### config.mk
export PLATFORM = sky130hd
export DESIGN_NAME = fnd_scan_driver
export DESIGN_NICKNAME = d
export VERILOG_FILES = /design/src/rtl/fnd_scan_driver.sv
export SDC_FILE = /design/constraint.sdc
export NUM_CORES = 1
export LEC_CHECK = 0
export ABC_CLOCK_PERIOD_IN_PS = 3100
export CAP_MARGIN = 20
export CORE_ASPECT_RATIO = 1.1
export CORE_MARGIN = 2
export CORE_UTILIZATION = 57
export CTS_BUF_LIST = sky130_fd_sc_hd__clkbuf_4
export DETAILED_ROUTE_END_ITERATION = 16
export PLACE_DENSITY = 0.86
export SETUP_SLACK_MARGIN = 0.15
export SLEW_MARGIN = 20
export SYNTH_ARGS = -nofsm -noshare
export SYNTH_HDL_FRONTEND = slang
export SYNTH_SLANG_ARGS = --single-unit
### constraint.sdc
create_clock -name i_clk -period 3.1 [get_ports i_clk]
set_input_delay 0.62 -clock i_clk [delete_from_list [all_inputs] [get_ports i_clk]]
set_output_delay 0.62 -clock i_clk [all_outputs]
set_load 0.01 [all_outputs]
### src/rtl/fnd_scan_driver.sv
// fnd_scan_driver: time-multiplexed driver for common-anode 7-segment displays.
// It takes a packed digit vector and latches it on a load strobe into a shadow
// register. At the frame boundary it moves the shadow into the active register,
// so a frame never shows a mix of old and new digits. It scans one digit per
// slot and keeps all commons off for a short window at the start of each slot.
// It also provides leading-zero suppression and global blanking.
module fnd_scan_driver #(
  parameter int N_DIGITS  = 4,
  parameter int SCAN_DIV  = 100000,
  parameter int BLANK_CYC = 2,
  parameter int HEX_EN    = 1
) (
  input  logic                  i_clk,
  input  logic                  i_reset,
  input  logic [4*N_DIGITS-1:0] i_value,
  input  logic [N_DIGITS-1:0]   i_dp,
  input  logic                  i_load,
  input  logic                  i_blank,
  input  logic                  i_lzs_en,
  output logic [7:0]            o_font,
  output logic [N_DIGITS-1:0]   o_com,
  output logic                  o_frame
);

  localparam int PW = $clog2(SCAN_DIV);
  localparam int IW = (N_DIGITS > 1) ? $clog2(N_DIGITS) : 1;
  localparam logic [PW-1:0] PRESC_LAST = PW'(SCAN_DIV - 1);
  localparam logic [PW-1:0] BLANK_END  = PW'(BLANK_CYC);
  localparam logic [IW-1:0] IDX_LAST   = IW'(N_DIGITS - 1);

  logic [PW-1:0]           presc;
  logic [IW-1:0]           idx;
  logic [4*N_DIGITS-1:0]   shadow_val;
  logic [N_DIGITS-1:0]     shadow_dp;
  logic [4*N_DIGITS-1:0]   active_val;
  logic [N_DIGITS-1:0]     active_dp;

  logic                    tick;
  logic                    wrap;
  logic [3:0]              cur_code;
  logic                    cur_dp;
  logic                    upper_nonzero;
  logic                    suppress;
  logic                    in_guard;
  logic [N_DIGITS-1:0]     com_sel;

  assign tick     = (presc == PRESC_LAST);
  assign wrap     = tick && (idx == IDX_LAST);
  assign suppress = i_lzs_en && (idx != '0) && !upper_nonzero;
  assign in_guard = (BLANK_CYC != 0) && (presc < BLANK_END);

  // Segment pattern (g..a, active-low) for a digit code; codes 10-15 go dark when hex glyphs are disabled
  function automatic logic [6:0] glyph(input logic [3:0] code);
    logic [6:0] seg;
    case (code)
      4'h0: seg = 7'h40;
      4'h1: seg = 7'h79;
      4'h2: seg = 7'h24;
      4'h3: seg = 7'h30;
      4'h4: seg = 7'h19;
      4'h5: seg = 7'h12;
      4'h6: seg = 7'h02;
      4'h7: seg = 7'h78;
      4'h8: seg = 7'h00;
      4'h9: seg = 7'h10;
      4'hA: seg = 7'h08;
      4'hB: seg = 7'h03;
      4'hC: seg = 7'h46;
      4'hD: seg = 7'h21;
      4'hE: seg = 7'h06;
      default: seg = 7'h0E;
    endcase
    if (HEX_EN == 0 && code > 4'd9) seg = 7'h7F;
    return seg;
  endfunction

  // Prescaler divides the clock into digit slots; the digit index steps once per slot and wraps after the last digit
  always_ff @(posedge i_clk) begin
    if (i_reset) begin
      presc <= '0;
      idx   <= '0;
    end else begin
      presc <= tick ? '0 : presc + 1'b1;
      if (tick) idx <= (idx == IDX_LAST) ? '0 : idx + 1'b1;
    end
  end

  // Loads land in the shadow copy (last one wins); only the frame wrap moves the shadow into the displayed copy
  always_ff @(posedge i_clk) begin
    if (i_reset) begin
      shadow_val <= '0;
      shadow_dp  <= '0;
      active_val <= '0;
      active_dp  <= '0;
    end else begin
      if (i_load) begin
        shadow_val <= i_value;
        shadow_dp  <= i_dp;
      end
      if (wrap) begin
        active_val <= shadow_val;
        active_dp  <= shadow_dp;
      end
    end
  end

  // Select the current digit, decide whether it is a leading zero, and build the common pattern for this index
  always_comb begin
    cur_code      = '0;
    cur_dp        = 1'b0;
    upper_nonzero = 1'b0;
    com_sel       = '1;
    for (int k = 0; k < N_DIGITS; k++) begin
      if (IW'(k) == idx) begin
        cur_code   = active_val[4*k +: 4];
        cur_dp     = active_dp[k];
        com_sel[k] = 1'b0;
      end
      if (IW'(k) >= idx && active_val[4*k +: 4] != 4'h0) upper_nonzero = 1'b1;
    end
  end

  // Registered pin drive: dark during reset, global blank and the guard window, otherwise the current digit glyph
  always_ff @(posedge i_clk) begin
    if (i_reset) begin
      o_font  <= 8'hFF;
      o_com   <= '1;
      o_frame <= 1'b0;
    end else begin
      o_frame <= wrap;
      if (i_blank || in_guard) begin
        o_font <= 8'hFF;
        o_com  <= '1;
      end else begin
        o_font <= {~cur_dp, suppress ? 7'h7F : glyph(cur_code)};
        o_com  <= com_sel;
      end
    end
  end

endmodule

=== Word level (Yosys, flattened, before mapping) ===
Memories as Yosys holds them, arrays and structs flattened. A register that Yosys moved wholly into a read port is not among the register bits.
Cells that the tools add are included.

* Flip-flop bits (word level): 65
* Bits in read-only memories: 112
* Output and inout port bits: 13
* Memories: 1

* Add/sub/neg operators: 2
* $lt $le $gt $ge: 5
* Equal/unequal tests: 5
* Muxes and demuxes: 17
* Bitwise operators: 1
* Reductions and logical operators: 18

{| class="wikitable"
|+ Memories
! memory !! depth !! bits a word !! read ports !! clocked after Yosys merged registers in !! write ports !! line !! source
|-
| (no name shown) || 16 || 7 || 1 || 1 || 0 || 55 || <nowiki>case (code)</nowiki>
|}

{| class="wikitable"
|+ Operators with widths
! operator !! number
|-
| adder 17 x 1 -> 17 bit (second input constant) || 1
|-
| == test 17 bit (second input constant) || 1
|-
| less-than comparator 17 x 2 -> 1 bit (second input constant) || 1
|-
| 2-to-1 mux 4 bit || 4
|-
| nonzero test 4 bit || 4
|-
| 2-to-1 mux 1 bit || 12
|-
| logical AND 1 bit || 7
|-
| == test 2 bit (first input constant) || 2
|-
| greater-or-equal comparator 1 x 2 -> 1 bit (first input constant) || 2
|-
| greater-or-equal comparator 2 bit (first input constant) || 2
|-
| OR reduction 2 bit || 2
|-
| OR reduction 3 bit || 1
|-
| adder 2 x 1 -> 2 bit (second input constant) || 1
|-
| == test 1 x 2 -> 1 bit (first input constant) || 1
|-
| == test 2 bit (second input constant) || 1
|-
| logical NOT 2 bit || 1
|-
| 2-to-1 mux 2 bit || 1
|-
| nonzero test 2 bit || 1
|-
| logical NOT 1 bit || 1
|-
| logical OR 1 bit || 1
|-
| NOT 1 bit || 1
|}

=== Longest topological paths before layout ===
* Word-level depth: 9
* Depth in mapped cells: 11

=== Worst setup path before layout ===
OpenSTA, ideal clock, no wires.

* Path type: reg2reg
* Start: register idx[0]
* End: register o_font[3]
* Setup time: 0.122 ns
* Data arrival time: 2.301 ns
* Path slack: 0.677 ns
* Cell stages (with the launch flop): 11
* Clock period less this slack: 2.423 ns
* Path through: dfxtp_1 > ha_1 > clkbuf_1 > buf_2 > a211oi_1 > a221oi_1 > inv_1 > ha_1 > nor2_1 > o32ai_1 > nand2_1

* Longest elaborated chain between the ends: 9
* Elaborated cells between the ends (all ways): 25

{| class="wikitable"
|+ Ends and longest elaborated chain
! what !! line !! source
|-
| from (decl) || 32 || <nowiki>logic [IW-1:0] idx;</nowiki>
|-
| from (signal assigned) || 84 || <nowiki>if (tick) idx <= (idx == IDX_LAST) ? '0 : idx + 1'b1;</nowiki>
|-
| greater-or-equal comparator 1 x 2 -> 1 bit || 119 || <nowiki>if (IW'(k) >= idx && active_val[4*k +: 4] != 4'h0) upper_nonzero = 1'b1;</nowiki>
|-
| logical AND 1 bit || 119 ||
|-
| 2-to-1 mux 1 bit (4 in series) || 119 ||
|-
| logical NOT 1 bit || 49 || <nowiki>assign suppress = i_lzs_en && (idx != '0) && !upper_nonzero;</nowiki>
|-
| logical AND 1 bit || 49 ||
|-
| OR reduction 3 bit (no source line) || -- ||
|-
| to (decl) || 20 || <nowiki>output logic [7:0] o_font,</nowiki>
|}

Several ways; a longest one is shown, not always the timed one.
A chain may end at the register's enable or synchronous reset.

=== Final worst setup path ===
Ends and elaborated chain as after synthesis.

==> results.toml <==
[sta]
skew_ns = 0.01142
tns_ns = 0
period_needed_ns = 2.697
setup_viol = 0
fin_crit_sh_pct = 86.99
relSlewSlack_pct = 40.37
timing.fmax_ghz = 0.3708
max_slew.worst_pin.slew_ns = 0.8945
hold_ws_ns = 0.4811
rsz0062_at_grt = "false"
hold_viol = 0
drv_slew = 0

[logic_synthesis]
synth_compound_area_share_pct = 12.39
synth_area_leaders = "dfxtp_1 47%, mux2i_1 6.6%, nor2_1 6.2%"
ys_seq_elements = 72
synth_edf_count = 0
yosys_warnings = 0
synthSimpleGateAreaFrac_pct = 19.56
synthAdderAreaFrac_pct = 4.940
syn-cell-area_mm2 = 0.003039
syn_inst = 316
yosysTopAreaCellShare_pct = 47.43
synth_top_family_by_area = "simple AND/OR/NAND/NOR gates"
synth_largest_area_cell = "dfxtp_1"
yosysSeqAreaShare_pct = 47.43
ys_types = 44
ys_async_sr_fraction_pct = 0
synthFlopType = "dfxtp_1"
syn-mean-instance-area_um2 = 9.618
synth_mux_area_share_pct = 6.587
synthXorXnorAreaFrac_pct = 4.611
synth_nets = 353

[global_route]
grt_pass1_vias = 2254
antenna_found_initial = 0
grtUsageTotal_pct = 22.43
grt_max_degree = 22
overflow = 0
grt_pass1_wl_mm = 10.08

[setup_path]
cp.depth = 8
cp.required_ns = 3.39
worstPathBufferInverterCount = 1
path_cells = "ha_1 -> a211oi_1 -> a221oi_1 -> inv_1 -> ha_1 -> nor2_1 -> o32ai_1 -> nand2_1"
cp_top_family = "compound AO/OA/AOI/OAI gates"
r2r_end = "o_font[3]"
setup.worst_path.end_class = "flop"
crit_end = "o_font[3]"
rr_startpoint = "idx[0]"
rrSetupSlack_ns = 0.40
crit_path_frequent_cell = "ha_1"
arrival_ns = 2.99
path_class = "flop to flop"
crit_fanout = 17
cp_slowest_stage_delay_ns = 0.64
slowest_stage = "a221oi_1"
start_kind = "flop"
crit_start = "idx[0]"
reg2regPathDepth = 8

[layout]
final-instance-count-excl-fill = 415
diodes = 0
fill_cells = 388
syn_to_final_growth_pct = 17.04
nets = 390
drive_gt1_share_pct = 7.283
fin_area_mm2 = 0.003557

[clocking]
cts_setup_buffers = 0
hold_buffers = 0
clk-insertion-delay-late_ns = 0.40
post_cts_resized = 0
cts_buffer_depth = 2
cts_tree = "yes"
cts_max_level = 3
cts_buffers = 9
clock-sinks = 72
clkSlewWorstSetupHoldPaths_ns = 0.11
ctsRootBufferMaster = "clkbuf_4"

[routing]
vias = 2369
drtIter0Drc = 140
via_per_inst = 5.708
post_drt_wl_per_cell_um = 14.42
route.detailed.drc = 0
drtPass1Iterations = 5
wirelength_mm = 5.983
ant_nets = 0

[pwr]
leakage_nw = 1.407
power.internal_mw = 1.264
comb_power_share_pct = 6.5
power_mw = 1.623
p_sw_share_pct = 22.08
peakVddDrop_uv = 508.9
switchingPower_uw = 358.3
power.density_mw_per_mm2 = 456.1
p_seq_share_pct = 59.3
clockPowerShare_pct = 34.2

[worst_hold_path]
hp-class = "flop to flop"

[floorplan]
initial_core_util_pct = 59.98
dieArea_mm2 = 0.005933
ios = 38
die_w_um = 73.62
die_h_um = 80.59
core_area_mm2 = 0.005067
row_count = 27

[run]
max-cap-violations = 0

[placed_design]
dp_hpwl_mm = 4.306
place_congestion = 0.9191
io_buffers = 37
dp.cells = 400
dpl_cell_area_mm2 = 0.003428

[outcome]
status = "finished, final reports clean"
## placed cells by master (no fill, tap or decap), drive strengths merged, types with 6 or more instances in the layout
cell / count
dfxtp: 72
nor2: 50
clkdlybuf4s50: 37
nand2: 21
a22o: 20
mux2i: 20
nand3: 14
inv: 12
ha: 12
clkbuf: 11
xor2: 9
xnor2: 7
nor4: 7
a21oi: 7
nor3: 6
## sequential cells by signal, indices dropped and copies added (netlist names)
name and count:
shadow_val 16, active_val 16, active_dp 4, o_com 4, shadow_dp 4, o_frame 1
o_font 8, presc 17, idx 2
## power by group through the flow
stage	Clock, mW	Combinational [mW]	Sequential [mW]
floorplan	0	0.0553	0.982
global placement	0	0.103	0.982
detailed placement	0	0.106	0.983
CTS	0.572	0.106	0.962
global route	0.611	0.118	0.965
finish	0.555	0.105	0.962
## worst min path at each step
stage,to,slack [ns],start,cells after the start
after global routing,active_val[1],0.51,shadow_val[1],1
after floorplan,presc[0],0.43,presc[0],1
after global placement,presc[0],0.44,presc[0],1
after detailed placement,active_val[14],0.45,shadow_val[14],1
after CTS,active_val[9],0.48,shadow_val[9],1
final,active_val[11],0.48,shadow_val[11],1
## stage by stage
step	setup WS [ns]	util, %
finish	0.4034	70.20
global route	0.1511	70.20
floorplan	0.6767	-
global placement	0.5889	67.65
CTS	0.4160	70.20
detailed placement	0.4480	67.65
## cells in the mapped netlist (5+ instances only)
cell and number:
nor2_1 50, xnor2_1 7, clkbuf_1 6, inv_1 12
nand3_1 14, a21oi_1 6, mux2i_1 20, nor4_1 6
nand3b_1 5, dfxtp_1 72, nor3b_1 5, xor2_1 9
ha_1 12, nor3_1 6, a22o_1 20, nand2_1 21
## layer usage
metal | wire length [um] | track usage, % | vias to the layer above
met5 | 0 | 0 | -
met1 | 2542 | 25.27 | 1113
met4 | 145 | 10.73 | 0
li1 | - | - | 1176
met3 | 223 | 6.524 | 14
met2 | 3070 | 38.21 | 66
## worst reg2reg max path, cell delays in order (launching register included)
cell and delay, ns:
dfxtp_1 0.40, ha_1 0.52, a211oi_1 0.09, a221oi_1 0.64, inv_1 0.22, ha_1 0.37
nor2_1 0.05, o32ai_1 0.23, nand2_1 0.08
## kinds of logic after synthesis
kind of cell | after synthesis
XOR/XNOR | 16
AO/OA/AOI/OAI | 47
buffers and inverters | 28
AND/OR/NAND/NOR | 121
flip-flops | 72
multiplexers | 20
adder cells (fa/ha/maj) | 12
## area by class of cell
cell class	count	area, um2	share of cell area [%]
tap	58	72.57	2.040
sequential	72	1441	40.52
timing repair buffer	42	407.9	11.47
inverter	12	45.04	1.266
clock buffer	11	82.58	2.321
clock inverter	4	46.29	1.301
multi-input combinational	216	1461	41.08
(Power assumes the default switching activity.)
